$ cat src/rtl/mux_pkg.sv
// Shared constants for the 8:1 selector family.
package mux_pkg;

    // Number of data inputs and the select width that indexes them.
    localparam int N_IN      = 8;
    localparam int SEL_W     = $clog2(N_IN);

    // Default data width for every input word and the output.
    localparam int DEF_WIDTH = 8;

endpackage

$ cat src/rtl/mux4to1_w.sv
// Width-parameterised combinational 4:1 selector, one half of the 8:1 tree.
module mux4to1_w #(
    parameter int WIDTH = 8
) (
    input  logic [WIDTH-1:0] x0,
    input  logic [WIDTH-1:0] x1,
    input  logic [WIDTH-1:0] x2,
    input  logic [WIDTH-1:0] x3,
    input  logic [1:0]       sel,
    output logic [WIDTH-1:0] o
);

    // Pick one of four words; every code is legal so the case is full.
    always_comb begin
        o = x0;
        case (sel)
            2'd0: o = x0;
            2'd1: o = x1;
            2'd2: o = x2;
            2'd3: o = x3;
            default: o = x0;
        endcase
    end

endmodule

$ cat src/rtl/mux8to1_w8.sv
// 8:1 WIDTH-bit selector built from two 4:1 halves and a final 2:1 stage,
// with an optional output register for timing isolation.
module mux8to1_w8
    import mux_pkg::*;
#(
    parameter int WIDTH   = DEF_WIDTH,
    parameter bit OUT_REG = 1'b1
) (
    input  logic             clk,
    input  logic             rst_n,
    input  logic [WIDTH-1:0] x0,
    input  logic [WIDTH-1:0] x1,
    input  logic [WIDTH-1:0] x2,
    input  logic [WIDTH-1:0] x3,
    input  logic [WIDTH-1:0] x4,
    input  logic [WIDTH-1:0] x5,
    input  logic [WIDTH-1:0] x6,
    input  logic [WIDTH-1:0] x7,
    input  logic [SEL_W-1:0] sel,
    output logic [WIDTH-1:0] o
);

    // Gather the inputs so each half can slice its four words by index.
    logic [N_IN-1:0][WIDTH-1:0] xv;
    assign xv = {x7, x6, x5, x4, x3, x2, x1, x0};

    // half[0] covers x0..x3, half[1] covers x4..x7; both share sel[1:0].
    logic [1:0][WIDTH-1:0] half;

    genvar g;
    for (g = 0; g < 2; g++) begin : g_half
        mux4to1_w #(.WIDTH(WIDTH)) u_m4 (
            .x0  (xv[4*g+0]),
            .x1  (xv[4*g+1]),
            .x2  (xv[4*g+2]),
            .x3  (xv[4*g+3]),
            .sel (sel[1:0]),
            .o   (half[g])
        );
    end

    // Top select bit chooses between the two halves.
    logic [WIDTH-1:0] mux_o;
    assign mux_o = sel[SEL_W-1] ? half[1] : half[0];

    if (OUT_REG) begin : g_reg
        // Registered output; synchronous reset wins over selection.
        always_ff @(posedge clk) begin
            if (!rst_n) o <= '0;
            else        o <= mux_o;
        end
    end else begin : g_comb
        // Zero-latency build: clock and reset are intentionally unused.
        assign o = mux_o;
        logic unused_clk_rst;
        assign unused_clk_rst = clk ^ rst_n;
    end

endmodule

$ cat config.mk
export PLATFORM = sky130hd
export DESIGN_NAME = mux8to1_w8
export DESIGN_NICKNAME = d
export VERILOG_FILES = /design/src/rtl/mux_pkg.sv /design/src/rtl/mux4to1_w.sv /design/src/rtl/mux8to1_w8.sv
export SDC_FILE = /design/constraint.sdc
export NUM_CORES = 1
export LEC_CHECK = 0
export BUFFER_PORTS_ARGS = -buffer_cell sky130_fd_sc_hd__buf_2
export CAP_MARGIN = 5
export CORE_MARGIN = 2
export CORE_UTILIZATION = 30
export CTS_CLUSTER_DIAMETER = 60
export CTS_CLUSTER_SIZE = 12
export DETAILED_ROUTE_END_ITERATION = 7
export PLACE_DENSITY = 0.83
export SKIP_LAST_GASP = 1
export SLEW_MARGIN = 20
export SYNTH_ARGS = -nofsm -noshare
export SYNTH_HDL_FRONTEND = slang
export SYNTH_SLANG_ARGS = --single-unit
$ cat constraint.sdc
create_clock -name clk -period 1.16 [get_ports clk]
set_input_delay 0.058 -clock clk [delete_from_list [all_inputs] [get_ports clk]]
set_output_delay 0.058 -clock clk [all_outputs]
set_load 0.02 [all_outputs]
==> summary.md <==
| Metric | Value |
|---|---|
| Sw frac | between 20% and 30% |
| Final Hold Viols | 0 |
| Post-synth top area share | a little under a third |
| 1st-iter DRT viols | 10 |
| Setup CP Type | in2reg |
| Post-CTS resize count | 0 |
| Postcts setup bufs | 0 |
| Worst hold slack | 0.109 ns |
| Syn avg cell area | 16.0 sq um |
| Syn Nets | ~110 |
| Final worst path period need | 0.941 ns |
| Count leader, synth | mux4_2 |
| Leading area contributor after synthesis | mux4_2 |
| # fillers | 205 |
| Mapped Cells | 45 |
| Logic pwr share | 40.2% |
| Final Cycle Share | 81.1% |
| PortBufs | 76 |
| Hold Path Class | in2reg |
| CP Capture Type | flop |
| Peak VDD IR | 0.000451 V |
| Largest cells by area after synthesis | mux4_2, dfxtp_1, mux4_1 |
| Clk network pwr share | 25.0% |
| Internal power | approximately 640 uW |
| CTS Buf Count | 3 |
| P per Cell Area | ~770 nW/um^2 |
| Clock root cell | clkbuf_4 |
| EDFF count, synth | 0 |
| Vias | 750 |
| Die height | 53.1 microns |
| Total negative slack | 0 ns |
| Synth cell types | 9 |
| CTS Sinks | 8 |
| CTS tree | done |
| Slew Limit Fails | 0 |
| Routed Wire Length | between 2000 and 2500 microns |
| Post-route DRC | 0 |
| Post-layout nets | 192 |
| Area grow syn2layout | 57.7% |
| N_diodes | 0 |
| Initial Utilization | between 30% and 40% |
| Largest net degree at the start of global routing | 17 |
| Max-cap viol count | 0 |
| Drt wl/cell | ~15 microns |
| Clk buf depth | 2 |
| Post-Route Utilization | 51.0% |
| Io pins | slightly below 80 |
| Multi-input gate area | 513 sq um |
| Sequential share of the synthesized area | 22.2% |
| Placed instance area | 1120 sq um |
| Clock-pin slew on the worst setup and hold paths | 0.05 ns |
| Top flop regs | o (8) |
| Congestion Overflow GR | 0 |
| Final setup fails | 0 |
| Iteration count of the initial detailed-routing pass | 4 |
| Psw | 244 uW |
| Register area | 160 sq um |
| Power Total | between 800 and 900 uW |
| RSZ-0062 raised after global routing | false |
| Rel. slew slack | 77.8% |
| Vias in the first global route | around 710 |
| Die Wd | about 53 microns |
| Worst Path Max Fanout | 14 |
| Total core area | 2230 sq um |
| Sequential share of power | 34.9% |
| Fmax | 1060 MHz |
| Async set-reset flop share out of synthesis | 0% |
| Synth warnings | 0 |
| Status | finished, final reports clean |
| Worst endpoint required time | 1.31 ns |
| Via density per instance | 5.03 |
| Number of flip-flops in the largest register | 8 |
| CP Launch Type | input port |
| Most flop-heavy register | o |
| Top_reg_cell synth | dfxtp_1 |
| Post-DRT Antenna Nets | 0 |
| FP Rows | 17 |
| Post-route design area | 1140 sq um |
| Hold Buf Count CTS | 0 |
| Synth Register Bits | 8 |
| RePlAce Congestion | 0.648 |
| Die ar. | 2810 sq um |
| First-pass GRT wire length | 2980 microns |
| Layout cells sized above 1 | 75.2% |
| # H-tree levels | 1 |
| Initial antenna violation count | 0 |
| Leakage power | 0.000592 uW |
| Mapped cell area | 722 sq um |
| Crit path DAT | 1.09 ns |
| Slew @ Worst Pin | 0.333 ns |
| GRT Util Overall | 15.4% |
| Commonest cells in the netlist | mux4_2, dfxtp_1, mux2i_1, nor2b_1, mux4_1 |
-- worst max-delay path, stage by stage --
cell	delay, ns
buf_2	0.11
buf_12	0.16
mux4_1	0.55
mux2i_1	0.15
nor2b_1	0.06
-- layer usage --
layer	up-vias	share of wire [%]	routed length, microns	track usage, %
li1	345	-	-	-
met1	358	35	755	15.9
met2	43	53	1150	28.1
met3	4	10	226	3.67
met4	0	1.4	31	8.55
met5	-	0	0	0
-- stage by stage --
stage	std cells	setup WS, ns
global placement	146	-0.0421
finish	149	0.219
detailed placement	146	-0.0673
CTS	149	0.211
floorplan	45	0.0698
global route	149	0.139
-- power by group through the flow --
stage	clock network [uW]	registers, uW	logic (uW)
floorplan	0	347	172
global placement	0	312	346
detailed placement	0	313	356
CTS	230	307	357
global route	238	309	380
finish	220	307	353
-- worst paths after layout --
| kind | start | to | slack, ns | depth (start not counted) |
|---|---|---|---|---|
| worst max-delay path | sel[2] | o[2] | 0.22 | 5 |
| worst min-delay path | rst_n | o[0] | 0.11 | 2 |
-- kinds of logic (layout without fill, tap and decap cells) --
logic type / count (synthesis) / in the layout / synth area share (%)
flops: 8 / 8 / 22.2
mux: 24 / 24 / 64.1
buf+inv: 5 / 81 / 6.76
simple gates: 8 / 8 / 6.93
-- area by class of cell --
| class | count | area share [%] |
|---|---|---|
| Sequential cell | 8 | 14.1 |
| Timing Repair Buffer | 78 | 35.8 |
| Multi-Input combinational cell | 32 | 45.1 |
| Clock buffer | 3 | 1.98 |
| Tap cell | 28 | 3.08 |
-- cells in the final DEF, fill, tap and decap left out, drive strengths merged --
cell type | netlist | routed
buf | 5 | 78
clkbuf | 0 | 3
dfxtp | 8 | 8
mux2i | 8 | 8
mux4 | 16 | 16
nor2b | 8 | 8
Power figures use the tool's default switching activity.
